File: src/rtl/uc_secuenciador.sv
// Control unit for the single-cycle stack datapath: opcode decode, I/O stall
// with req/ack handshake and timeout, return-stack tracking and HALT.
//
// state   | meaning
// --------+-------------------------------------------------------------
// RUN     | decode one instruction per cycle
// IO_WAIT | PC stalled, bus request held until io_ack or timeout
// HALT    | everything frozen, only reset leaves
module uc_secuenciador #(
    parameter int STACK_DEPTH = 8,
    parameter int TIMEOUT     = 16
) (
    input  logic       clk,
    input  logic       reset,
    input  logic [5:0] opcode,
    input  logic       z,
    input  logic       io_ack,
    output logic       s_inc,
    output logic       s_pila,
    output logic       s_inm,
    output logic       s_datos,
    output logic       we3,
    output logic       wez,
    output logic       push,
    output logic       pop,
    output logic       oe,
    output logic [2:0] op_alu,
    output logic       pc_en,
    output logic       io_req,
    output logic       io_we,
    output logic       halted,
    output logic       stack_err,
    output logic       bus_err
);

    localparam int CW = $clog2(TIMEOUT);
    localparam int SW = $clog2(STACK_DEPTH + 1);
    localparam logic [CW-1:0] CNT_LAST   = CW'(TIMEOUT - 1);
    localparam logic [SW-1:0] STACK_FULL = SW'(STACK_DEPTH);

    typedef enum logic [2:0] {
        RUN     = 3'd0,
        IO_WAIT = 3'd1,
        HALT    = 3'd2
    } state_t;

    state_t        state, state_nxt;
    logic [CW-1:0] cnt, cnt_nxt;
    logic [SW-1:0] sp_cnt, sp_nxt;
    logic          io_out, io_out_nxt;
    logic          serr_q, serr_nxt;
    logic          berr_q, berr_nxt;

    logic       s_inc_c, s_pila_c, s_inm_c, s_datos_c;
    logic       we3_c, wez_c, push_c, pop_c, oe_c;
    logic       pc_en_c, io_req_c, io_we_c, halted_c;

    always_ff @(posedge clk or posedge reset) begin
        if (reset) begin
            state  <= RUN;
            cnt    <= '0;
            sp_cnt <= '0;
            io_out <= 1'b0;
            serr_q <= 1'b0;
            berr_q <= 1'b0;
        end else begin
            state  <= state_nxt;
            cnt    <= cnt_nxt;
            sp_cnt <= sp_nxt;
            io_out <= io_out_nxt;
            serr_q <= serr_nxt;
            berr_q <= berr_nxt;
        end
    end

    always_comb begin
        state_nxt  = state;
        cnt_nxt    = cnt;
        sp_nxt     = sp_cnt;
        io_out_nxt = io_out;
        serr_nxt   = serr_q;
        berr_nxt   = berr_q;
        s_inc_c    = 1'b1;
        s_pila_c   = 1'b1;
        s_inm_c    = 1'b1;
        s_datos_c  = 1'b0;
        we3_c      = 1'b0;
        wez_c      = 1'b0;
        push_c     = 1'b0;
        pop_c      = 1'b0;
        oe_c       = 1'b0;
        pc_en_c    = 1'b1;
        io_req_c   = 1'b0;
        io_we_c    = 1'b0;
        halted_c   = 1'b0;

        unique case (state)
            RUN: begin
                casez (opcode)
                    6'b001???: begin
                        we3_c = 1'b1;
                        wez_c = 1'b1;
                    end
                    6'b010???: begin
                        s_inm_c = 1'b0;
                        we3_c   = 1'b1;
                        wez_c   = 1'b1;
                    end
                    6'b100000: s_inc_c = 1'b0;
                    6'b100001: s_inc_c = ~z;
                    6'b100010: s_inc_c = z;
                    6'b100011: begin
                        // A CALL on a full stack degrades to a NOP
                        if (sp_cnt == STACK_FULL) begin
                            serr_nxt = 1'b1;
                        end else begin
                            s_inc_c = 1'b0;
                            push_c  = 1'b1;
                            sp_nxt  = sp_cnt + SW'(1);
                        end
                    end
                    6'b100100: begin
                        if (sp_cnt == '0) begin
                            serr_nxt = 1'b1;
                        end else begin
                            s_pila_c = 1'b0;
                            pop_c    = 1'b1;
                            sp_nxt   = sp_cnt - SW'(1);
                        end
                    end
                    6'b110000, 6'b110001: begin
                        pc_en_c    = 1'b0;
                        state_nxt  = IO_WAIT;
                        cnt_nxt    = '0;
                        io_out_nxt = opcode[0];
                    end
                    6'b111111: begin
                        pc_en_c   = 1'b0;
                        state_nxt = HALT;
                    end
                    default: ;
                endcase
            end
            IO_WAIT: begin
                io_req_c = 1'b1;
                io_we_c  = io_out;
                oe_c     = io_out;
                pc_en_c  = 1'b0;
                // ack is checked first so it wins over a simultaneous timeout
                if (io_ack) begin
                    we3_c     = ~io_out;
                    s_datos_c = ~io_out;
                    pc_en_c   = 1'b1;
                    state_nxt = RUN;
                end else if (cnt == CNT_LAST) begin
                    berr_nxt  = 1'b1;
                    pc_en_c   = 1'b1;
                    state_nxt = RUN;
                end else begin
                    cnt_nxt = cnt + CW'(1);
                end
            end
            HALT: begin
                pc_en_c  = 1'b0;
                halted_c = 1'b1;
            end
            default: state_nxt = RUN;
        endcase
    end

    // Everything is forced low while reset is held
    assign s_inc     = ~reset & s_inc_c;
    assign s_pila    = ~reset & s_pila_c;
    assign s_inm     = ~reset & s_inm_c;
    assign s_datos   = ~reset & s_datos_c;
    assign we3       = ~reset & we3_c;
    assign wez       = ~reset & wez_c;
    assign push      = ~reset & push_c;
    assign pop       = ~reset & pop_c;
    assign oe        = ~reset & oe_c;
    assign op_alu    = reset ? 3'b000 : opcode[2:0];
    assign pc_en     = ~reset & pc_en_c;
    assign io_req    = ~reset & io_req_c;
    assign io_we     = ~reset & io_we_c;
    assign halted    = ~reset & halted_c;
    assign stack_err = ~reset & serr_q;
    assign bus_err   = ~reset & berr_q;

endmodule

File: config.mk
export PLATFORM = sky130hd
export DESIGN_NAME = uc_secuenciador
export DESIGN_NICKNAME = d
export VERILOG_FILES = /design/src/rtl/uc_secuenciador.sv
export SDC_FILE = /design/constraint.sdc
export NUM_CORES = 1
export LEC_CHECK = 0
export BUFFER_PORTS_ARGS = -buffer_cell sky130_fd_sc_hd__buf_2
export CAP_MARGIN = 0
export CELL_PAD_IN_SITES_DETAIL_PLACEMENT = 2
export CELL_PAD_IN_SITES_GLOBAL_PLACEMENT = 2
export CORE_MARGIN = 2
export CORE_UTILIZATION = 31
export DETAILED_ROUTE_END_ITERATION = 6
export GPL_TIMING_DRIVEN = 1
export PLACE_DENSITY_LB_ADDON = 0.1
export SLEW_MARGIN = 20
export SYNTH_ARGS = -nofsm -noshare
export SYNTH_HDL_FRONTEND = slang
export SYNTH_SLANG_ARGS = --single-unit
File: constraint.sdc
create_clock -name clk -period 3.2 [get_ports clk]
set_clock_uncertainty 0.2 [all_clocks]
set_input_delay 0.8 -clock clk [delete_from_list [all_inputs] [get_ports clk]]
set_output_delay 0.8 -clock clk [all_outputs]
set_load 0.02 [all_outputs]
=== Word-level counts from Yosys, hierarchy flattened ===
Cells that the tools add are included.

* Equal/unequal tests: 23
* Reductions and logical operators: 13
* Add/subtract/negate cells: 3
* Multiplexer cells: 41
* Bitwise logic cells: 19

{| class="wikitable"
|+ Operator list
! kind !! number
|-
| $eq A6 B6 Y1 const B || 8
|-
| $mux W1 || 25
|-
| $mux W4 || 5
|-
| $pmux W4 S2 || 2
|-
| $and A1 B1 Y1 || 14
|-
| $ne A2 B2 Y1 const B || 6
|-
| $reduce_and A4 Y1 || 3
|-
| $mux W3 || 3
|-
| $pmux W3 S3 || 1
|-
| $add A4 B1 Y4 const B || 2
|-
| $eq A4 B4 Y1 const B || 2
|-
| $eq A3 B1 Y1 const B || 2
|-
| $eq A3 B2 Y1 const B || 2
|-
| $pmux W3 S2 || 1
|-
| $reduce_and A3 Y1 || 2
|-
| $not A1 Y1 || 5
|-
| $logic_not A4 Y1 || 1
|-
| $pmux W1 S2 || 2
|-
| $pmux W1 S4 || 1
|-
| $reduce_bool A2 Y1 || 2
|-
| $reduce_or A2 Y1 || 2
|-
| $sub A4 B1 Y4 const B || 1
|-
| $logic_not A3 Y1 || 1
|-
| $ne A3 B1 Y1 const B || 1
|-
| 5 further kinds || 5
|}

* Input bits: 10
* Bits in registers: 14
* Word-level logic and storage cells: 105

=== Depth between registers and ports, before layout ===
Gate-level depths: netlist (run 1).

* Word-level depth: 5
* Mapped depth: 9
* Mapped depth without buffers: 8

=== Worst setup path after synthesis (run 1) ===
OpenSTA, ideal clock, no wires.

* Path type: input-to-output
* Start point: input port opcode[4]
* End point: output port pop
* Required time: 2.200 ns
* Setup slack: 0.210 ns
* Data arrival time: 1.990 ns
* Cell stages on the path: 4
* Path buffers: 1
* Path through: buf_2 -> nor2_1 -> nand4b_1 -> nor4_1

* Cells in the longest elaborated chain, start to end: 4

{| class="wikitable"
|+ Ends and longest elaborated chain
! item !! RTL line !! text
|-
| start: declaration || 15 || <nowiki>input logic [5:0] opcode,</nowiki>
|-
| $eq A6 B6 Y1 || 99 || <nowiki>casez (opcode)</nowiki>
|-
| $mux W1 || 99 ||
|-
| $mux W1 || 97 || <nowiki>unique case (state)</nowiki>
|-
| $and A1 B1 Y1 || 179 || <nowiki>assign pop = ~reset & pop_c;</nowiki>
|-
| end: declaration || 25 || <nowiki>output logic pop,</nowiki>
|}

Every way passes these cells.

=== Worst setup path in the final report (run 1) ===
* Start point: input port opcode[3]
* End point: output port pop

Same word-level chain as after synthesis.

==> results.cfg, run 1 <==
[run_status]
outcome = finished, final reports clean

[clock_network]
clock-sinks = 13
clk_latency_ns = 0.28
cts-root-buf = clkbuf_4
cts_tree = yes
cts_inserted_buffers = 3
cts_setup_buffers = 0
htree_num_levels = 1
cts_resized = 0
hold_buffers = 0
clock_tree.buffer_depth = 2
path_clk_slew_ns = 0.08

[synth]
synth_edf_count = 0
synthTopCellsByArea = dfrtp_1 35%, nor2_1 7.2%, nand2_1 3.6%
synth_nets = 119
synth_top_area_frac = 0.345
synth_seq_cells = 13
ys_types = 41
yosys.area.top_type = dfrtp_1
ys_warn_count = 0
syn_area_per_cell_um2 = 8.81
syn-instance-count = 107
netlist_area_um2 = 942
yosysMostFrequentCell = nor2_1
yosys-top-cells-count = 18 x nor2_1, 13 x dfrtp_1, 9 x nand2_1, 5 x nor2b_1, 5 x o21ai_0
synthArstFlopShare = 1.00
ys_seq_area_frac = 0.345
synth_ff_type = dfrtp_1

[setup_path]
critPathLaunchType = primary input
worstSetupPathType = in2out
end_kind = primary output
worstPathArrival_ns = 1.99
required_ns = 2.20
cp_max_fo = 5

[sta]
worst_slew_margin_rel = 0.663
rsz0062_at_grt = no
final.setup.tns_ns = 0
fmax_mhz = 334
drv_slew = 0
setup_ws_ns = 0.208
tightest_slew_ns = 0.502
post-route-period-util = 0.935
setup_viol = 0
finalHoldViolations = 0
layout_min_cycle_time_ns = 2.99

[placement]
post-place-ws_ns = 0.238
gp_congestion = 0.780
dpl.hpwl_um = 2200
port_buffers = 27
dp.cells = 165

[final_layout]
drive_gt1_frac = 0.324
n_antenna_cell = 0
fin_cells = 169
area_growth_pct = 21.0
fin_nets = 149

[worst_hold_path]
min_path_type = reg2reg

[global_route]
antenna_found_initial = 0
grt_max_degree = 18
grt_pass1_wl_um = 4620
first_global_vias = 952
grt_overflow = 0
grtUsageTotal = 0.177

[routing]
dr.pass1.iters = 3
drt_wl_total_um = 2750
ant_nets = 0
routedWlPerCell_um = 16.2
drcViolationCount = 0
vias = 927
drt-vias-per-instance = 5.49
drt_iter0_drc = 13

[pwr]
power_density_nw_per_um2 = 374
p_leak_nw = 0.560
p_total_mw = 0.427
vdd_ir_drop_max_mv = 0.161

[floorplan]
start_util = 0.316
dieArea_um2 = 3500
core.rowCount = 20
boundaryPins = 28
die_w_um = 59.1
die_y_um = 59.1
fp.coreArea_um2 = 2980

[job]
drv_cap = 0
-- metal layers --
metal / track usage / share of wire / wire length (um) / vias to the layer above
li1: - / - / - / 441
met1: 0.200 / 0.41 / 1130 / 456
met2: 0.325 / 0.53 / 1450 / 23
met3: 0.0393 / 0.036 / 98 / 7
met4: 0.0617 / 0.022 / 60 / 0
met5: 0 / 0 / 0 / -
-- worst max-delay path: stages --
cell and delay (ns):
buf_2 0.13, and2b_2 0.25, nand4b_1 0.26, nor4_1 0.33
buf_2 0.22
-- flip-flops by register name, summed over array words and instances (netlist names) --
signal  cells
sp_cnt      4
cnt         4
io_out      1
state       2
berr_q      1
serr_q      1
-- kinds of logic after synthesis --
family	count (synthesis)	synth area share
DFF	13	0.345
xor gates and xnor gates	4	0.0372
muxes	5	0.0611
buffers and inverters	8	0.0372
adders and majority gates	2	0.0266
AOI/OAI and AO/OA	18	0.133
and+or+nand+nor	57	0.360
-- stage by stage --
stage | area [um2] | hold slack, ns | utilization
3_3_place_gp | 1110 | 0.242 | 0.374
5_1_grt | 1140 | 0.312 | 0.383
4_1_cts | 1140 | 0.263 | 0.383
6_report | 1140 | 0.258 | 0.383
2_1_floorplan | 942 | 0.224 | -
3_5_place_dp | 1110 | 0.242 | 0.374
-- power by group --
group	total, mW	internal [mW]	switching [mW]
sequential	0.201	0.181	0.0199
combinational	0.118	0.0478	0.0707
clock	0.107	0.0484	0.0586
total	0.427	0.278	0.149
-- cells in the final DEF, fill, tap and decap left out, types with 2 or more instances in the layout --
cell       n
nor3_1     3
dfrtp_1   13
a31oi_1    2
ha_1       2
buf_2     27
buf_4      2
xor2_1     2
o31ai_1    3
mux2_2     2
nand4_1    3
o21ai_0    5
xnor2_1    2
nor4_1     3
clkbuf_4   3
nand2_1    9
nand3_1    2
nor2b_1    5
mux2i_1    2
nor2_1    18
a21oi_1    3
inv_1      4
-- final cells by class --
cell class,instances,area [um2]
clock buffers,4,26.3
well taps,33,41.3
fillers,364,1840
multi-input cells,86,582
inverters,4,15.0
repair buffers,29,150
flip-flops and latches,13,325
-- final timing paths --
kind                                       start               endpoint  slack (ns)  cells past startpoint
max                                    opcode[3]                    pop        0.21                      5
min                           berr_q$_DFFE_PP0P_     berr_q$_DFFE_PP0P_        0.26                      2
max reg2reg                sp_cnt[0]$_DFFE_PP0P_  sp_cnt[1]$_DFFE_PP0P_        1.27                      4
min reg2reg                   berr_q$_DFFE_PP0P_     berr_q$_DFFE_PP0P_        0.26                      2
max in group asynchronous                  reset     serr_q$_DFFE_PP0P_        2.15                      3
min in group asynchronous                  reset     berr_q$_DFFE_PP0P_        0.49                      3
No activity file was read; power rests on OpenSTA's default activity.
==> run 2: changes to the inputs <==
--- a/config.mk
+++ b/config.mk
@@ -10,7 +10,8 @@
 export CELL_PAD_IN_SITES_DETAIL_PLACEMENT = 2
 export CELL_PAD_IN_SITES_GLOBAL_PLACEMENT = 2
 export CORE_MARGIN = 2
-export CORE_UTILIZATION = 31
+export CORE_UTILIZATION = 33
+export CTS_BUF_LIST = sky130_fd_sc_hd__clkbuf_8
 export DETAILED_ROUTE_END_ITERATION = 6
 export GPL_TIMING_DRIVEN = 1
 export PLACE_DENSITY_LB_ADDON = 0.1
==> constraint.sdc (replaced) <==
create_clock -name clk -period 3.2 [get_ports clk]
set_clock_uncertainty 0.2 [all_clocks]
set_input_delay 0.32 -clock clk [delete_from_list [all_inputs] [get_ports clk]]
set_output_delay 0.32 -clock clk [all_outputs]
set_load 0.02 [all_outputs]
==> run 2 against run 1 <==
  * Power increased by 7.7%
  * Hold slack lost 0.19 ns
  * Global-route usage up 0.20 points
  * Cell area up 0.11%
  * Non-clock buffer count down 2
  * First-iteration DRC count decreased by 23%
  * Clock power rose by 32%
==> results.cfg, run 2 (synthesized netlist as in run 1, its figures left out) <==
[floorplan]
boundaryPins = 28
die_w_um = 57.4
fp.coreArea_um2 = 2730
die_y_um = 57.4
dieArea_um2 = 3300
core.rowCount = 19
start_util = 0.345

[placement]
dpl.hpwl_um = 2140
gp_congestion = 0.771
port_buffers = 27

[clock_network]
htree_num_levels = 1
clk_latency_ns = 0.24
clock-sinks = 13
cts_inserted_buffers = 3
path_clk_slew_ns = 0.05
cts_resized = 0
clock_tree.buffer_depth = 2
cts_tree = yes
hold_buffers = 0
cts-root-buf = clkbuf_8
cts_setup_buffers = 0

[setup_path]
end_kind = primary output
critPathLaunchType = flop
worstSetupPathType = reg2out
worstPathArrival_ns = 1.69
required_ns = 2.68
cp_max_fo = 5

[sta]
layout_min_cycle_time_ns = 2.21
worst_slew_margin_rel = 0.664
drv_slew = 0
setup_viol = 0
fmax_mhz = 453
rsz0062_at_grt = no
tightest_slew_ns = 0.504
post-route-period-util = 0.689
final.setup.tns_ns = 0
finalHoldViolations = 0

[job]
drv_cap = 0

[pwr]
power_density_nw_per_um2 = 403
p_leak_nw = 0.561
p_total_mw = 0.460
vdd_ir_drop_max_mv = 0.332

[final_layout]
mostFrequentLayoutCells = 27 x buf_2, 18 x nor2_1, 13 x dfrtp_1
area_growth_pct = 21.1
nFillCells = 325
fin_nets = 147
reg_top3 = cnt: 4 flops, sp_cnt: 4 flops, state: 2 flops
utilization = 0.417
drive_gt1_frac = 0.313
n_antenna_cell = 0
final_common_cell = buf_2

[routing]
drcViolationCount = 0
drt_iter0_drc = 10
top_layer = met4
wl_met1_um = 1140
dr.pass1.iters = 2
wl_met3_um = 107
drt-vias-per-instance = 5.45
drt_wl_total_um = 2600
dr_wl_met2_um = 1340
ant_nets = 0
routedWlPerCell_um = 15.8
vias = 899

[global_route]
grt_max_degree = 18
grtUsageTotal = 0.179
first_global_vias = 982
grt_pass1_wl_um = 4590
antenna_found_initial = 0
grt_overflow = 0

[run_status]
outcome = finished, final reports clean

[worst_hold_path]
min_path_type = in2async
run 2: cell type report:
class	instances	area [um2]	share of cell area
Clock buffer	3	41.3	0.0362
Clock inverter	1	3.75	0.00329
Inverter	4	15.0	0.0132
Multi-Input combinational cell	86	582	0.510
Sequential cell	13	325	0.285
Tap cell	31	38.8	0.0340
Timing Repair Buffer	27	135	0.118
run 2: metrics by stage:
stage          setup slack (ns)  hold WS, ns  instance area (um2)  cells
6_report                  0.994       0.0626                 1140    165
5_1_grt                   0.867        0.117                 1140    165
4_1_cts                   0.976       0.0829                 1140    165
3_5_place_dp               1.03        0.256                 1100    161
3_3_place_gp               1.08        0.244                 1100    161
2_1_floorplan              1.17      0.00219                  942    107
run 2: critical path, stage by stage (launching register included):
cell,delay [ns]
dfrtp_1,0.43
nor3_1,0.41
nand3_1,0.23
a31oi_1,0.19
buf_2,0.19
run 2: power by group:
part | switching, mW | total (mW) | internal, mW | leakage [nW]
Combinational | 0.0708 | 0.118 | 0.0470 | 0.365
Sequential | 0.0193 | 0.201 | 0.182 | 0.169
Clock | 0.0561 | 0.141 | 0.0846 | 0.0269
run 2: final timing paths:
path                                  startpoint                     to  slack, ns  cells after the start
max                        sp_cnt[2]$_DFFE_PP0P_                  s_inc       0.99                      4
min                                        reset     io_out$_DFFE_PP0P_       0.06                      2
max reg2reg                sp_cnt[2]$_DFFE_PP0P_  sp_cnt[1]$_DFFE_PP0P_       1.28                      4
min reg2reg                   berr_q$_DFFE_PP0P_     berr_q$_DFFE_PP0P_       0.26                      2
max in group asynchronous                  reset  sp_cnt[2]$_DFFE_PP0P_       2.40                      2
min in group clk                          io_ack     berr_q$_DFFE_PP0P_       0.12                      2
run 2: routing by layer:
layer	vias up	track usage
li1	436	-
met1	442	0.221
met2	19	0.317
met3	2	0.0476
met4	0	0.0299
met5	-	0
